<file path="src/rtl/pin_harness_pkg.sv">
// Shared types, constants and shift helpers for the iCE40 pin stimulus harness.
package pin_harness_pkg;

  localparam int unsigned SIG_W  = 16;
  localparam int unsigned SAMP_W = 4;
  localparam logic [SIG_W-1:0] POLY16 = 16'hB400;

  typedef enum logic [2:0] {IDLE, RESET, RUN, DRAIN, FINAL} state_t;

  // Right-shifting Galois step shared by the pattern LFSR and the MISR
  function automatic logic [SIG_W-1:0] shift16(input logic [SIG_W-1:0] v);
    return (v >> 1) ^ (v[0] ? POLY16 : '0);
  endfunction

  function automatic logic [SIG_W-1:0] misr_step(input logic [SIG_W-1:0] s,
                                                 input logic [SAMP_W-1:0] d);
    return shift16(s) ^ SIG_W'(d);
  endfunction

endpackage

</file>
<file path="src/rtl/misr16.sv">
// 16-bit multiple-input signature register compressing a 4-bit sample per enabled cycle.
module misr16
  import pin_harness_pkg::*;
(
  input  logic              clk,
  input  logic              rst,
  input  logic              clr,
  input  logic              en,
  input  logic [SAMP_W-1:0] din,
  output logic [SIG_W-1:0]  sig
);

  always_ff @(posedge clk) begin
    if (rst || clr) begin
      sig <= '0;
    end else if (en) begin
      sig <= misr_step(sig, din);
    end
  end

endmodule

</file>
<file path="config.mk">
export PLATFORM = sky130hd
export DESIGN_NAME = misr16
export DESIGN_NICKNAME = d
export VERILOG_FILES = /design/src/rtl/pin_harness_pkg.sv /design/src/rtl/misr16.sv
export SDC_FILE = /design/constraint.sdc
export NUM_CORES = 1
export LEC_CHECK = 0
export ABC_CLOCK_PERIOD_IN_PS = 2000
export CAP_MARGIN = 20
export CORE_MARGIN = 4
export CORE_UTILIZATION = 45
export DETAILED_ROUTE_END_ITERATION = 16
export HOLD_SLACK_MARGIN = 0.12
export PLACE_DENSITY = 0.81
export SLEW_MARGIN = 40
export SYNTH_ARGS = -nofsm -noshare
export SYNTH_HDL_FRONTEND = slang
export SYNTH_SLANG_ARGS = --single-unit
</file>
<file path="constraint.sdc">
create_clock -name clk -period 2 [get_ports clk]
set_input_delay 0.4 -clock clk [delete_from_list [all_inputs] [get_ports clk]]
set_output_delay 0.4 -clock clk [all_outputs]
set_load 0.1 [all_outputs]
</file>
==> key figures, run 1 <==
Yosys
  • Flop and latch count out of synthesis: 16
  • Seq/Total Area, Yosys: 0.493
  • Mapped Area: 649 sq um
  • Number of warnings issued by yosys: 0
  • Syn nets: 69
  • Mean area per synthesized cell: 10.6 sq um
  • Number of instances in the synthesized netlist: 61
  • Count of cell types in the netlist: 10

Setup path
  • Number of buffers and inverters on the critical path: 1
  • Data required time at the worst endpoint: 1.60 ns
  • Slowest CP cell: sky130_fd_sc_hd__dfxtp_1
  • Highest cell delay on the worst timing path: 0.53 ns
  • Cell family with the largest share of critical-path delay: flip-flops
  • Ordered cell list for the critical path: buf_12
  • Critical setup path kind: reg2out
  • Setup crit end kind: output pin
  • Largest fanout of any net on the critical path: 6
  • Arrival time reported for the critical path endpoint: 1.03 ns
  • Setup crit start kind: register

STA
  • Total Neg Setup Slack: 0 ns
  • Unrepaired setup endpoints after global routing: false
  • Clock Skew: 0.00476 ns
  • Highest achievable clock rate: 0.697 GHz
  • Post-route fraction of the period consumed by the critical path: 0.717
  • Final count of hold timing violations: 0
  • Clock period minus final worst setup slack: 1.43 ns
  • Worst Max-Slew Pin Slew: 0.553 ns
  • Worst slew slack as a fraction of its limit: 0.631
  • Slew Limit Fails: 0
  • Final setup violation count: 0

Finish
  • Layout cell share with drive strength beyond 1: 0.262
  • Top reg by flops: sig
  • Number of flip-flops under the largest register name: 16
  • Area grow syn2layout: 32.6%
  • Final design area excluding fillers: 861 sq um
  • Diodes inserted: 0
  • Top flop regs: sig: 16 flops
  • Number of nets in the final layout: 93

Clock tree
  • Post-CTS setup-driven buffer insertion count: 0
  • Clk_lat worst skew: 0.28 ns
  • Clock tree root buffer cell: sky130_fd_sc_hd__clkbuf_4
  • CTS tree: done
  • Total CTS buffers: 3
  • Count of hold-fix buffers inserted at cts: 0
  • Clock tree sinks: 16
  • Resized Gates After CTS: 0
  • Level count of the clock H-tree: 1
  • Clock edge transition at the registers on the reported setup and hold paths: 0.10 ns
  • Maximum buffer depth of the clock tree: 2

Power
  • Sw Share: 0.277
  • Leakage power: 0.360 nW
  • Switch Pwr: 0.182 mW
  • Proportion of power drawn by the clock network: 0.325
  • Cell-internal power: 0.474 mW
  • Max VDD drop: 385 uV
  • Part of the power in combinational logic: 0.168
  • Share of power burned in registers: 0.506
  • Power per standard cell area: 762 mW/mm^2

Route
  • Via-to-Cell Ratio: 4.93
  • Antenna-violating nets left: 0
  • Via count: 488
  • Routed length per instance: 12.1 um
  • DRC viols: 0
  • Initial detailed-routing violation count: 5
  • Number of iterations in the first detailed-routing pass: 4
  • Total wirelength of the detailed-routed design: 1200 um

Global route
  • Global-route track usage on met3: 0.0514
  • Total routing usage reported by global routing: 0.127
  • Via count of the first global-routing pass: 464
  • Grt met1 use: 0.168
  • Met2 layer usage reported by global route: 0.181
  • Wire length of the first global-routing pass: 1900 um
  • Most congested layer reported by global routing: met2
  • Antenna violations before repair: 0
  • Largest net degree at the start of global routing: 24
  • GRT overflow: 0

Die
  • Starting density of the core: 0.487
  • Cell Rows: 13
  • Die boundary height: 46.0 um
  • Total core area: 0.00133 sq mm
  • Die footprint: 0.00211 sq mm
  • I/O pin count: 24
  • Die extent in x: 46.0 um

Job
  • # Max-Cap Violations: 0

Placement
  • Post-DP Area: 825 sq um
  • Last weighted congestion value of the routability-driven placer: 0.680
  • HPWL Detailed: 851 um
  • Input/output buffers: 23

Min path
  • Class of the most critical hold timing path: reg2reg

Status
  • Run status: completed
[cell usage after synthesis]
| cell type | number | area (sq um) |
|---|---|---|
| sky130_fd_sc_hd__buf_8 | 1 | 15.0 |
| sky130_fd_sc_hd__clkbuf_2 | 1 | 5.00 |
| sky130_fd_sc_hd__or2_1 | 1 | 6.26 |
| sky130_fd_sc_hd__a211oi_2 | 1 | 12.5 |
| sky130_fd_sc_hd__buf_6 | 3 | 33.8 |
| sky130_fd_sc_hd__a211oi_1 | 6 | 45.0 |
| sky130_fd_sc_hd__nor2_1 | 16 | 60.1 |
| sky130_fd_sc_hd__xnor2_1 | 7 | 61.3 |
| sky130_fd_sc_hd__mux2i_1 | 9 | 90.1 |
| sky130_fd_sc_hd__dfxtp_1 | 16 | 320 |
[stage by stage]
step	total power [mW]	worst slack, ns	hold slack [ns]	instances	util
2_1_floorplan	0.426	0.378	0.580	61	-
3_3_place_gp	0.449	0.449	0.491	95	0.618
3_5_place_dp	0.451	0.423	0.502	95	0.618
4_1_cts	0.665	0.555	0.515	99	0.645
5_1_grt	0.685	0.498	0.538	99	0.645
6_report	0.656	0.566	0.511	99	0.645
[layout by cell type (no fill, tap or decap)]
cell type	n
sky130_fd_sc_hd__xnor2_1	7
sky130_fd_sc_hd__a211oi_1	6
sky130_fd_sc_hd__clkdlybuf4s50_1	7
sky130_fd_sc_hd__buf_4	16
sky130_fd_sc_hd__clkbuf_4	3
sky130_fd_sc_hd__clkbuf_8	1
sky130_fd_sc_hd__nor2_1	16
sky130_fd_sc_hd__buf_12	1
sky130_fd_sc_hd__mux2i_1	9
sky130_fd_sc_hd__dfxtp_1	16
sky130_fd_sc_hd__a211oi_2	1
sky130_fd_sc_hd__or2_1	1
[final timing paths]
check,from,to,slack [ns],cells after the start
worst min register to register,sig[10]$_SDFFE_PP0P_,sig[10]$_SDFFE_PP0P_,0.51,2
worst max register to register,sig[0]$_SDFFE_PP0P_,sig[13]$_SDFFE_PP0P_,1.04,2
worst min-delay path,sig[10]$_SDFFE_PP0P_,sig[10]$_SDFFE_PP0P_,0.51,2
worst max-delay path,sig[0]$_SDFFE_PP0P_,sig[0],0.57,1
[per-layer routing]
layer,vias up,part of all wire
li1,250,-
met5,-,0
met2,16,0.46
met3,0,0.079
met4,0,0
met1,222,0.46
[cells by family (layout without fill, tap and decap cells)]
logic type	Yosys count	after routing	share of synthesized area
and+or+nand+nor	17	17	0.102
xor gates and xnor gates	7	7	0.0944
muxes	9	9	0.139
DFF	16	16	0.493
buffers and inverters	5	28	0.0828
AOI/OAI and AO/OA	7	7	0.0886
[final cells by class]
class | instances | area [sq um]
fillers | 120 | 473
well taps | 15 | 18.8
multi-input cells | 40 | 275
repair buffers | 24 | 210
flip-flops and latches | 16 | 320
clock buffers | 4 | 36.3
[power by group through the flow]
stage / registers [mW] / logic, mW / clock network (mW)
2_1_floorplan: 0.384 / 0.0422 / 0
3_3_place_gp: 0.339 / 0.110 / 0
3_5_place_dp: 0.340 / 0.111 / 0
4_1_cts: 0.332 / 0.111 / 0.221
5_1_grt: 0.334 / 0.116 / 0.236
6_report: 0.332 / 0.110 / 0.214
No activity file was read; power rests on OpenSTA's default activity.
==> run 2, diff against run 1 <==
ABC_CLOCK_PERIOD_IN_PS = 1200   (was 2000)
CORE_ASPECT_RATIO = 1.25   (was default)
CORE_UTILIZATION = 37   (was 45)
PLACE_DENSITY = 0.71   (was 0.81)
clock period = 1.2 ns   (was 2 ns; I/O delays follow)
==> key figures, run 2 (same netlist as run 1, synthesis figures left out) <==
Status
  • Run status: completed

Min path
  • Class of the most critical hold timing path: reg2reg
  • Launch point of the worst hold path: sig[1]$_SDFFE_PP0P_
  • Hold Path Stages: 2 (unchanged)
  • End of the worst hold path: sig[1]$_SDFFE_PP0P_

Setup path
  • FF-to-FF Start: sig[0]$_SDFFE_PP0P_
  • Cell family with the largest share of critical-path delay: flip-flops
  • Ordered cell list for the critical path: buf_12
  • Highest cell delay on the worst timing path: 0.41 ns (-0.12 ns)
  • Critical setup path kind: reg2out
  • Arrival time reported for the critical path endpoint: 0.88 ns (-0.15 ns)
  • Largest fanout of any net on the critical path: 6 (unchanged)
  • Reg2Reg Depth: 2 (unchanged)
  • Slowest CP cell: sky130_fd_sc_hd__dfxtp_4
  • Number of buffers and inverters on the critical path: 1 (unchanged)
  • Data required time at the worst endpoint: 0.96 ns (-0.64 ns)
  • Reg-to-Reg End: sig[10]$_SDFFE_PP0P_
  • Setup crit start kind: register
  • Register-to-Register Setup Slack: 0.39 ns (-0.65 ns)
  • Setup crit end kind: output pin

Clock tree
  • Resized Gates After CTS: 0 (unchanged)
  • Total CTS buffers: 3 (unchanged)
  • Post-CTS setup-driven buffer insertion count: 0 (unchanged)
  • Count of hold-fix buffers inserted at cts: 0 (unchanged)
  • Maximum buffer depth of the clock tree: 2 (unchanged)
  • Clock edge transition at the registers on the reported setup and hold paths: 0.09 ns (about the same)
  • Clock tree sinks: 16 (unchanged)
  • Level count of the clock H-tree: 1 (unchanged)
  • Clock tree root buffer cell: sky130_fd_sc_hd__clkbuf_4
  • Clk_lat worst skew: 0.28 ns (about the same)
  • CTS tree: done

Finish
  • Leading cell types in the layout, fill and taps excluded: 18 x sky130_fd_sc_hd__buf_12, 16 x sky130_fd_sc_hd__nor2_1, 15 x sky130_fd_sc_hd__dfxtp_2
  • Most frequent standard cell in the layout excluding fill and tap cells: sky130_fd_sc_hd__buf_12
  • Sequential cell area: 343 sq um (+7.0%)
  • Top flop regs: sig: 16 flops
  • Number of nets in the final layout: 94 (+1.1%)
  • Diodes inserted: 0 (unchanged)
  • Area of combinational cells with multiple inputs: 275 sq um (unchanged)
  • Top reg by flops: sig
  • Number of flip-flops under the largest register name: 16 (unchanged)
  • Non-Filler Instances: 103 (+4.0%)
  • Final-layout fill cell count: 114 (-5.0%)
  • Layout cell share with drive strength beyond 1: 0.459 (+0.197)
  • Area grow syn2layout: 70.5%

Route
  • Number of iterations in the first detailed-routing pass: 4 (unchanged)
  • Initial detailed-routing violation count: 10 (+5)
  • Via count: 490 (+0.41%)
  • Via-to-Cell Ratio: 4.76 (-3.5%)
  • Routed length per instance: 11.7 um (-3.1%)
  • Antenna-violating nets left: 0 (unchanged)
  • Total wirelength of the detailed-routed design: 1210 um (+0.84%)
  • DRC viols: 0 (unchanged)

STA
  • Total Neg Setup Slack: 0 ns (unchanged)
  • Worst slew slack as a fraction of its limit: 0.885 (+0.254)
  • Final count of hold timing violations: 0 (unchanged)
  • Final setup violation count: 0 (unchanged)
  • Slew Limit Fails: 0 (unchanged)
  • Clock period minus final worst setup slack: 1.12 ns
  • Worst Max-Slew Pin Slew: 0.172 ns (-0.382 ns)
  • Clock Skew: 0.00103 ns (-0.00373 ns)
  • Unrepaired setup endpoints after global routing: false
  • Post-route fraction of the period consumed by the critical path: 0.932
  • Highest achievable clock rate: 0.895 GHz

Power
  • Power per standard cell area: 1020 mW/mm^2 (+34%)
  • Leakage power: 0.425 nW (+18%)
  • Max VDD drop: 1010 uV (+160%)

Die
  • Die extent in x: 45.5 um (-1.1%)
  • Die boundary height: 54.8 um (+19%)
  • Die footprint: 0.00249 sq mm (+18%)
  • Starting density of the core: 0.400 (-0.0864)
  • I/O pin count: 24 (unchanged)
  • Cell Rows: 16 (+3)
  • Total core area: 0.00162 sq mm (+22%)

Global route
  • GRT overflow: 0 (unchanged)
  • Largest net degree at the start of global routing: 24 (unchanged)
  • Via count of the first global-routing pass: 464 (unchanged)
  • Wire length of the first global-routing pass: 2040 um (+6.9%)
  • Antenna violations before repair: 0 (unchanged)
  • Total routing usage reported by global routing: 0.115 (-0.0123)

Placement
  • Last weighted congestion value of the routability-driven placer: 0.632 (-7.1%)
  • Total placed cells including tap cells: 99 (+4.2%)
  • Input/output buffers: 23 (unchanged)

Job
  • # Max-Cap Violations: 0 (unchanged)
## run 2: changes by cell type in the layout (fill, tap and decap cells not counted), sizes merged
cell,change
buf,+1
## run 2: how the worst max path moves through the flow
stage | startpoint | endpoint | slack, ns | cells past startpoint
finish | sig[0]$_SDFFE_PP0P_ | sig[0] | 0.08 | 1
global route | sig[0]$_SDFFE_PP0P_ | sig[0] | 0.04 | 1
CTS | sig[0]$_SDFFE_PP0P_ | sig[0] | 0.07 | 1
detailed placement | en | sig[8]$_SDFFE_PP0P_ | -0.11 | 4
global placement | en | sig[9]$_SDFFE_PP0P_ | -0.1 | 4
floorplan | sig[0]$_SDFFE_PP0P_ | sig[12]$_SDFFE_PP0P_ | 0.08 | 3
## run 2: metal layers
layer / part of all wire / GRT usage / vias to the layer above
met5: 0 / 0 / -
met3: 0.075 / 0.0329 / 2
met4: 0.012 / 0.0732 / 0
li1: - / - / 249
met1: 0.44 / 0.153 / 221
met2: 0.47 / 0.158 / 18
## run 2: power breakdown
group	total (mW)	switching, mW	internal [mW]	leakage, nW
Clock	0.354	0.170	0.185	0.0210
Sequential	0.559	0.0169	0.542	0.138
Combinational	0.220	0.121	0.0988	0.266
## run 2: cell type report
cell class | count | share of cell area
flip-flops and latches | 16 | 0.310
well taps | 18 | 0.0203
clock buffers | 4 | 0.0328
repair buffers | 25 | 0.389
multi-input cells | 40 | 0.249
## run 2: metrics by stage
step | worst slack, ns | power, mW | hold slack (ns) | area (sq um) | util
after floorplan | 0.0845 | 0.711 | 0.413 | 672 | -
after global placement | -0.0952 | 0.792 | 0.501 | 1070 | 0.660
after detailed placement | -0.114 | 0.793 | 0.510 | 1070 | 0.660
after CTS | 0.0713 | 1.15 | 0.523 | 1110 | 0.683
after global routing | 0.0442 | 1.18 | 0.545 | 1110 | 0.683
final | 0.0822 | 1.13 | 0.519 | 1110 | 0.683
